**config.mk**
```make
export PLATFORM = sky130hd
export DESIGN_NAME = ex_operand_stage
export DESIGN_NICKNAME = d
export VERILOG_FILES = /design/src/rtl/ex_operand_stage.sv
export SDC_FILE = /design/constraint.sdc
export NUM_CORES = 1
export LEC_CHECK = 0
export BUFFER_PORTS_ARGS = -buffer_cell sky130_fd_sc_hd__buf_2
export CAP_MARGIN = 20
export CORE_AREA = 2 2 125 127
export DETAILED_ROUTE_END_ITERATION = 12
export DIE_AREA = 0 0 127 129
export PLACE_DENSITY = 0.68
export SLEW_MARGIN = 20
export SYNTH_ARGS = -nofsm -noshare
export SYNTH_HDL_FRONTEND = slang
export SYNTH_SLANG_ARGS = --single-unit
```
**constraint.sdc**
```tcl
create_clock -name clk -period 3 [get_ports clk]
set_clock_uncertainty 0.05 [all_clocks]
set_input_delay 0.15 -clock clk [delete_from_list [all_inputs] [get_ports clk]]
set_output_delay 0.15 -clock clk [all_outputs]
set_load 0.05 [all_outputs]
```
**src/rtl/ex_operand_stage.sv**
```systemverilog
// ex_operand_stage: ID/EX pipeline register and ALU operand selection.
// Captures the decoded instruction and picks operands from the registered
// values or from newer results still in flight. It also detects hazards that
// forwarding cannot cover, stalling decode and inserting a bubble.
// Optional macro EX_FORWARD_EN: when defined, operands are forwarded from
// EX/MEM and MEM/WB. When undefined, there is no forwarding, and decode is
// stalled until any pending producer has reached MEM/WB.
module ex_operand_stage #(
  parameter int DATA_WIDTH    = 32,
  parameter int OPCODE_LENGTH = 4,
  parameter int REG_ADDR      = 5
) (
  input  logic                     clk,
  input  logic                     reset,
  input  logic                     id_valid,
  input  logic [REG_ADDR-1:0]      id_rs1,
  input  logic [REG_ADDR-1:0]      id_rs2,
  input  logic [REG_ADDR-1:0]      id_rd,
  input  logic [DATA_WIDTH-1:0]    id_rd1,
  input  logic [DATA_WIDTH-1:0]    id_rd2,
  input  logic [DATA_WIDTH-1:0]    id_imm,
  input  logic                     id_alu_src,
  input  logic [OPCODE_LENGTH-1:0] id_alu_op,
  input  logic                     id_reg_write,
  input  logic                     id_mem_read,
  input  logic                     flush,
  input  logic                     exmem_reg_write,
  input  logic [REG_ADDR-1:0]      exmem_rd,
  input  logic [DATA_WIDTH-1:0]    exmem_result,
  input  logic                     memwb_reg_write,
  input  logic [REG_ADDR-1:0]      memwb_rd,
  input  logic [DATA_WIDTH-1:0]    memwb_result,
  output logic                     stall,
  output logic                     ex_valid,
  output logic [DATA_WIDTH-1:0]    SrcA,
  output logic [DATA_WIDTH-1:0]    SrcB,
  output logic [OPCODE_LENGTH-1:0] Operation,
  output logic [REG_ADDR-1:0]      ex_rd,
  output logic                     ex_reg_write,
  output logic                     ex_mem_read,
  output logic [DATA_WIDTH-1:0]    ex_store_data,
  output logic [15:0]              stall_cycles
);

  localparam logic [REG_ADDR-1:0] X0 = '0;

  logic                     valid_q;
  logic [REG_ADDR-1:0]      rs1_q, rs2_q, rd_q;
  logic [DATA_WIDTH-1:0]    rd1_q, rd2_q, imm_q;
  logic                     alu_src_q, reg_write_q, mem_read_q;
  logic [OPCODE_LENGTH-1:0] alu_op_q;
  logic [15:0]              stall_cnt_q;

  logic                     hz;
  logic [DATA_WIDTH-1:0]    fwd_a, fwd_b;

  assign ex_valid      = valid_q;
  assign ex_reg_write  = reg_write_q & valid_q;
  assign ex_mem_read   = mem_read_q & valid_q;
  assign ex_rd         = rd_q;
  assign Operation     = alu_op_q;
  assign SrcA          = fwd_a;
  assign ex_store_data = fwd_b;
  assign SrcB          = alu_src_q ? imm_q : fwd_b;
  assign stall_cycles  = stall_cnt_q;
  // A redirect kills the waiting instruction, so it never needs to stall.
  assign stall         = hz & ~flush;

  // Hazard detection: load-use always; without forwarding, also any pending ALU/EX-MEM producer
  always_comb begin
    hz = valid_q & mem_read_q & (rd_q != X0) & id_valid &
         ((id_rs1 == rd_q) | (id_rs2 == rd_q));
`ifndef EX_FORWARD_EN
    if (id_valid) begin
      if ((id_rs1 != X0) &&
          ((ex_reg_write && (id_rs1 == rd_q)) || (exmem_reg_write && (id_rs1 == exmem_rd))))
        hz = 1'b1;
      if ((id_rs2 != X0) &&
          ((ex_reg_write && (id_rs2 == rd_q)) || (exmem_reg_write && (id_rs2 == exmem_rd))))
        hz = 1'b1;
    end
`endif
  end

  // Operand selection; the youngest producer (EX/MEM) takes precedence, x0 is never forwarded
  always_comb begin
    fwd_a = rd1_q;
    fwd_b = rd2_q;
`ifdef EX_FORWARD_EN
    if (exmem_reg_write && (exmem_rd != X0) && (exmem_rd == rs1_q))
      fwd_a = exmem_result;
    else if (memwb_reg_write && (memwb_rd != X0) && (memwb_rd == rs1_q))
      fwd_a = memwb_result;
    if (exmem_reg_write && (exmem_rd != X0) && (exmem_rd == rs2_q))
      fwd_b = exmem_result;
    else if (memwb_reg_write && (memwb_rd != X0) && (memwb_rd == rs2_q))
      fwd_b = memwb_result;
`endif
  end

`ifndef EX_FORWARD_EN
  // Without forwarding these inputs and the captured source indices feed nothing.
  wire unused_nofwd = ^{rs1_q, rs2_q, exmem_result, memwb_reg_write, memwb_rd, memwb_result};
`endif

  // ID/EX register: flush and stall only drop valid, the remaining fields are don't-care
  always_ff @(posedge clk) begin
    if (reset) begin
      valid_q     <= 1'b0;
      rs1_q       <= '0;
      rs2_q       <= '0;
      rd_q        <= '0;
      rd1_q       <= '0;
      rd2_q       <= '0;
      imm_q       <= '0;
      alu_src_q   <= 1'b0;
      alu_op_q    <= '0;
      reg_write_q <= 1'b0;
      mem_read_q  <= 1'b0;
    end else if (flush || stall) begin
      valid_q <= 1'b0;
    end else begin
      valid_q     <= id_valid;
      rs1_q       <= id_rs1;
      rs2_q       <= id_rs2;
      rd_q        <= id_rd;
      rd1_q       <= id_rd1;
      rd2_q       <= id_rd2;
      imm_q       <= id_imm;
      alu_src_q   <= id_alu_src;
      alu_op_q    <= id_alu_op;
      reg_write_q <= id_reg_write;
      mem_read_q  <= id_mem_read;
    end
  end

  // Saturating count of cycles spent stalled
  always_ff @(posedge clk) begin
    if (reset)
      stall_cnt_q <= '0;
    else if (stall && (stall_cnt_q != 16'hFFFF))
      stall_cnt_q <= stall_cnt_q + 16'd1;
  end

endmodule

```
---- Word-level counts from Yosys, hierarchy flattened ----
Index checks and enable logic that the tools add are counted.
W data, S select, Z words.
storage, ports and cells
  output and inout port bits .............. 125
  word-level logic and storage cells ...... 42
  bits in registers ....................... 125
  input bits .............................. 198
cells by class
  bitwise operators ....................... 8
  eq/ne operators ......................... 5
  multiplexer cells ....................... 4
  $add $sub $neg .......................... 1
  reduce and logical (&&, ||, !) cells .... 14
operators with widths
  operator                 count
  $mux W32                 1
  $eq A5 B5 Y1             4
  $add A16 B1 Y16 const B  1
  $ne A16 B16 Y1 const B   1
  $reduce_bool A5 Y1       3
  $logic_and A1 B1 Y1      7
  $and A1 B1 Y1            6
  $logic_or A1 B1 Y1       3
  $mux W1                  3
  $reduce_or A2 Y1         1
  $not A1 Y1               1
  $or A1 B1 Y1             1

---- Longest topological paths before layout ----
  depth after elaboration ................. 10
  depth in mapped cells ................... 10
  mapped depth without buffers ............ 7

---- Least setup slack after synthesis ----
No wires, ideal clock.
  kind .................................... register to output
  start ................................... register valid_q, in the netlist ex_valid
  end ..................................... output stall
  setup slack ............................. 38 ps
  cell stages (with the launch flop) ...... 6
  arrival time ............................ 2762 ps
  buffers on the path ..................... 0
  required time ........................... 2800 ps
  path through ............................ dfxtp_1 and2_1 o21ai_0 o31ai_1 a211oi_2 nor3_1
between the ends
  word-level cells in the longest chain between the ends .. 8
  elaborated cells on any way between the ends .. 15
  classes of those cells .................. mux (3); bitwise (6); reduce/logical (6)
ends and longest elaborated chain
  element                   RTL line  source
  start: declaration        47        logic valid_q;
  start signal: assignment  123       valid_q <= id_valid;
  $and A1 B1 Y1 (*)         58        assign ex_reg_write = reg_write_q & valid_q;
  net ex_reg_write          39        output logic ex_reg_write,
  $logic_and A1 B1 Y1       76        ((ex_reg_write && (id_rs1 == rd_q)) || (exmem_reg_write && (id_rs1 == exmem_rd))))
  $logic_or A1 B1 Y1        76
  $logic_and A1 B1 Y1       75        if ((id_rs1 != X0) &&
  $mux W1                   75
  $mux W1 (*)               78        if ((id_rs2 != X0) &&
  $mux W1 (*)               74        if (id_valid) begin
  $and A1 B1 Y1 (*)         67        assign stall = hz & ~flush;
  end: declaration          33        output logic stall,
Mark *: on every way through the listed nets, which the timed path passes. The rest lies on a longest branch.

---- Worst setup path after layout ----
  start ................................... register rd_q[0], in the netlist ex_rd[0]
  end ..................................... register rd2_q[18], in the netlist ex_store_data[18]
between the ends
  word-level cells in the longest chain between the ends .. 9
  elaborated cells on any way between the ends .. 18
  classes of those cells .................. eq/ne (2); mux (3); bitwise (5); reduce/logical (8)
ends and longest elaborated chain
  element                                               RTL line    source
  start: declaration                                    48          logic [REG_ADDR-1:0] rs1_q, rs2_q, rd_q;
  start signal: assignment                              126         rd_q <= id_rd;
  $reduce_bool A5 Y1 or $eq A5 B5 Y1 (tied branches)    71, 72, 76
  $and A1 B1 Y1 or $logic_and A1 B1 Y1 (tied branches)  71, 76
  $and A1 B1 Y1 or $logic_or A1 B1 Y1 (tied branches)   71, 76
  $and A1 B1 Y1 or $logic_and A1 B1 Y1 (tied branches)  71, 75
  $mux W1                                               75
  $mux W1                                               78
  $mux W1 (*)                                           74
  $and A1 B1 Y1 (*)                                     67
  $logic_or A1 B1 Y1 (*)                                120         end else if (flush || stall) begin
  end signal: assignment                                128         rd2_q <= id_rd2;
  end: declaration                                      49          logic [DATA_WIDTH-1:0] rd1_q, rd2_q, imm_q;
Mark *: on every way between the ends. The rest lies on a longest branch, timed or not.
A chain may end at the register's enable or synchronous reset.

==> metrics.sh <==
DIE_H_UM=129
POSTROUTEWIRELENGTH_UM=15700
GRT_REMAINING_OVERFLOW=0
CLKSLEWWORSTSETUPHOLDPATHS_NS=0.05
FLOORPLAN.ROWS=45
FINAL_NON_FILLER_CELL_AREA_UM2=8420
FINAL_LAYOUT_SIZE_SUFFIX_GT1_SHARE_PCT=36.8
CP.BUFFERS_INVERTERS=2
PLACE_HPWL_UM=9680
POST_SYNTH_TOP_AREA_SHARE_PCT=47.1
CP_MAX_FO=28
SETUP_VIOL_COUNT_FINAL=0
MAXCAPVIOLCOUNT=0
AREA_DELTA_SYNTH_FINAL_PCT=58.5
FLOORPLAN.INITIALDENSITY_PCT=35.5
LEAKAGE_nW=4.20
DRT.ANTENNA.VIOLATING_NETS=0
STARTPOINT_TYPES='register'
FINAL_MAX_SLEW_VIOL_COUNT=0
MAX_CLOCK_FREQ_MHz=387
NFILLCELLS=1273
YS_SEQ_ELEMENTS=125
FP.COREAREA_UM2=15000
SYN-INSTANCE-COUNT=528
POST-SYNTH-TOP-COUNT-CELL='sky130_fd_sc_hd__dfxtp_1'
SYNTH_TOP_AREA_CELL='sky130_fd_sc_hd__dfxtp_1'
FIN_CELLS=1079
SYNTH_SEQ_AREA_SHARE_PCT=47.1
DOMINANTREGCELLSYNTH='sky130_fd_sc_hd__dfxtp_1'
NUM_IO_PINS=323
REPORT.FINAL.HOLD_VIOL_COUNT=0
SYNTH_COMMONEST_CELLS='125 x sky130_fd_sc_hd__dfxtp_1, 122 x sky130_fd_sc_hd__nor2_1, 108 x sky130_fd_sc_hd__mux2i_1, 38 x sky130_fd_sc_hd__mux2_2'
DIE_WIDTH_UM=127
OUTCOME='finished, final reports clean'
LAYOUT.AREA.SEQ_UM2=2500
NUMBER_OF_WARNING_MESSAGES_IN_THE_YOSYS_LOG=0
MULTI_INPUT_AREA_UM2=2660
SETUP_TOTAL_NEGATIVE_SLACK_NS=0
CRITPATHKIND='reg -> reg'
GRT_USE_TOTAL_PCT=18.8
TIGHTESTPINTRANSITION_NS=0.859
CTS.PATH.MAX_BUFFERS=2
ARRIVAL_NS=2.78
SYNTH.AREA.TOP_CELLS='sky130_fd_sc_hd__dfxtp_1 47%, sky130_fd_sc_hd__mux2i_1 20%, sky130_fd_sc_hd__nor2_1 8.6%'
VIAS=5174
TIMING.CRITICAL_PATH.MAX_DELAY_FAMILY='compound AO/OA/AOI/OAI gates'
TRITONCTS.NUM_BUFFERS=17
TIMING.CRITICAL_PATH.CELLS='or4_1 -> o21ai_1 -> o31ai_1 -> a211oi_2 -> o21bai_4 -> buf_12 -> buf_4 -> mux2i_1 -> nor2_1'
DETAIL_ROUTE.DRC_VIOLATIONS=0
CLOCK_SINK_COUNT=125
SYN_AREA_UM2=5320
ANTENNA_FOUND_INITIAL=0
FINAL_CORE_UTIL_PCT=56.2
SYNTHESIS.NETS=727
CTS_TREE='done'
IR_DROP_V=0.000359
CLKLATENCYLATEPIN_NS=0.40
MIN_CLOCK_PERIOD_POST_ROUTE_NS=2.58
ASYNC_RESET_FF_SHARE_PCT=0
HTREEDEPTH=4
REQUIRED_NS=3.20
YS_TYPES=39
IO_BUFFERS=252
VIA_COUNT_OF_THE_FIRST_GLOBAL_ROUTING_PASS=5114
FINAL.PERIOD_UTILIZATION_PCT=86.1
PLACEDCELLCOUNT=941
SYNTH_ENABLE_FLOP_CELLS=0
DIODES=0
HOLD_CLASS='in -> reg'
GP_ROUTABILITY_CONGESTION=0.823
SLOWEST_LIBRARY_CELL_ON_THE_WORST_PATH='sky130_fd_sc_hd__or4_1'
SYNTHESIS.AREA_PER_INSTANCE_UM2=10.1
DIE-AREA_UM2=16400
GRT_PASS1_WL_UM=24700
ITERATION_COUNT_OF_THE_INITIAL_DETAILED_ROUTING_PASS=4
DETAILEDROUTE.FIRSTITERATIONVIOLATIONS=241
ROUTEDWLPERCELL_UM=14.5
CLK_ROOT_BUFFER_CELL='sky130_fd_sc_hd__clkbuf_16'
POSTCTSSETUPBUFFERS=0
DETAILED_PLACE.AREA_UM2=6770
VIAS_PER_CELL=4.80
CRITICAL_PATH.MAX_STAGE_DELAY_NS=0.56
GRT_SETUP_UNREPAIRED='false'
P_TOTAL_mW=4.80
GRT_START_MAX_NET_PINS=84
POWERDENSITY_nW_PER_UM2=570
DESIGN.FINAL.NETS=1079
RELSLEWSLACK_PCT=42.7
WORSTSETUPENDPOINTTYPE='register'
==> cell families after synthesis <==
family / Yosys count / synth area share [%]
compound gates: 23 / 2.92
xor+xnor: 22 / 3.63
fa+ha+maj: 1 / 0.235
buf+inv: 36 / 3.08
flops: 125 / 47.1
mux: 147 / 28.6
simple gates: 174 / 14.5
==> final timing paths <==
check / startpoint / end / slack [ns] / cells past startpoint
worst min-delay path: id_valid / ex_valid$_SDFF_PP0_ / 0.05 / 3
worst max-delay path: ex_rd[0]$_SDFFE_PP0N_ / ex_store_data[18]$_SDFFE_PP0N_ / 0.42 / 9
worst max register to register: ex_rd[0]$_SDFFE_PP0N_ / ex_store_data[18]$_SDFFE_PP0N_ / 0.42 / 9
worst min register to register: stall_cycles[13]$_SDFFE_PP0P_ / stall_cycles[13]$_SDFFE_PP0P_ / 0.43 / 2
==> layout by cell type (no fill, tap or decap), types with 2 or more instances in the layout <==
master,instances
sky130_fd_sc_hd__nand4_1,7
sky130_fd_sc_hd__nand3b_1,2
sky130_fd_sc_hd__inv_1,2
sky130_fd_sc_hd__o211ai_1,2
sky130_fd_sc_hd__dlygate4sd3_1,108
sky130_fd_sc_hd__nor3_1,7
sky130_fd_sc_hd__and3_1,2
sky130_fd_sc_hd__clkbuf_16,17
sky130_fd_sc_hd__dfxtp_1,125
sky130_fd_sc_hd__buf_12,4
sky130_fd_sc_hd__a31o_2,2
sky130_fd_sc_hd__mux2i_1,108
sky130_fd_sc_hd__xnor2_1,21
sky130_fd_sc_hd__or4_1,3
sky130_fd_sc_hd__buf_4,4
sky130_fd_sc_hd__buf_2,251
sky130_fd_sc_hd__o22ai_1,2
sky130_fd_sc_hd__mux2_2,38
sky130_fd_sc_hd__o21ai_0,4
sky130_fd_sc_hd__nor2b_1,7
sky130_fd_sc_hd__and2_1,3
sky130_fd_sc_hd__clkinv_2,4
sky130_fd_sc_hd__nand2_1,7
sky130_fd_sc_hd__nor2_1,122
sky130_fd_sc_hd__and4_1,3
sky130_fd_sc_hd__a21oi_1,6
sky130_fd_sc_hd__clkbuf_1,4
sky130_fd_sc_hd__bufinv_16,3
sky130_fd_sc_hd__nand2b_1,2
sky130_fd_sc_hd__nand3_1,5
==> power breakdown <==
part	total [mW]	leakage, nW	switching, mW	internal [mW]
logic	0.977	2.89	0.600	0.377
clock network	2.01	0.280	0.701	1.31
registers	1.81	1.03	0.0556	1.75
==> cell type report <==
| class | count | share of cell area, % |
|---|---|---|
| clock buffer | 22 | 5.39 |
| clock inverter | 8 | 1.40 |
| inverter | 2 | 0.0891 |
| multi-input combinational | 367 | 31.6 |
| sequential | 125 | 29.7 |
| tap | 188 | 2.79 |
| timing repair buffer | 367 | 29.1 |
==> metrics by stage <==
stage / worst slack (ns) / hold slack, ns
6_report: 0.416 / 0.0539
5_1_grt: 0.264 / 0.0455
4_1_cts: 0.451 / 0.0278
3_5_place_dp: 0.444 / 0.336
3_3_place_gp: 0.461 / 0.327
2_1_floorplan: 0.0378 / 0.244
==> routing by layer <==
metal  GRT usage (%)  part of all wire, %
met4            7.69                  2.2
met2            32.8                   50
met3            5.61                  6.4
met1            21.6                   41
met5               0                    0
==> worst reg2reg max path: cells and delay by family (launching register included) <==
kind,cells,cell delay (ns)
multiplexers,1,0.18
flip-flops,1,0.36
AO/OA/AOI/OAI,4,0.78
buffers and inverters,2,0.43
AND/OR/NAND/NOR,2,0.63
==> registers in the layout, summed over array words and instances, names as in the netlist <==
| name | cells |
|---|---|
| ex_store_data | 32 |
| reg_write_q | 1 |
| ex_valid | 1 |
| SrcA | 32 |
| imm_q | 32 |
| Operation | 4 |
| stall_cycles | 16 |
| ex_rd | 5 |
| mem_read_q | 1 |
| alu_src_q | 1 |
==> timing repair <==
| item | in CTS | in global routing |
|---|---|---|
| resized for setup | 0 | 0 |
| hold buffers | 108 | 0 |
| endpoints found under the setup margin | 0 | 0 |
| endpoints found under the hold margin | 108 | 0 |
No activity file was read; power rests on OpenSTA's default activity.
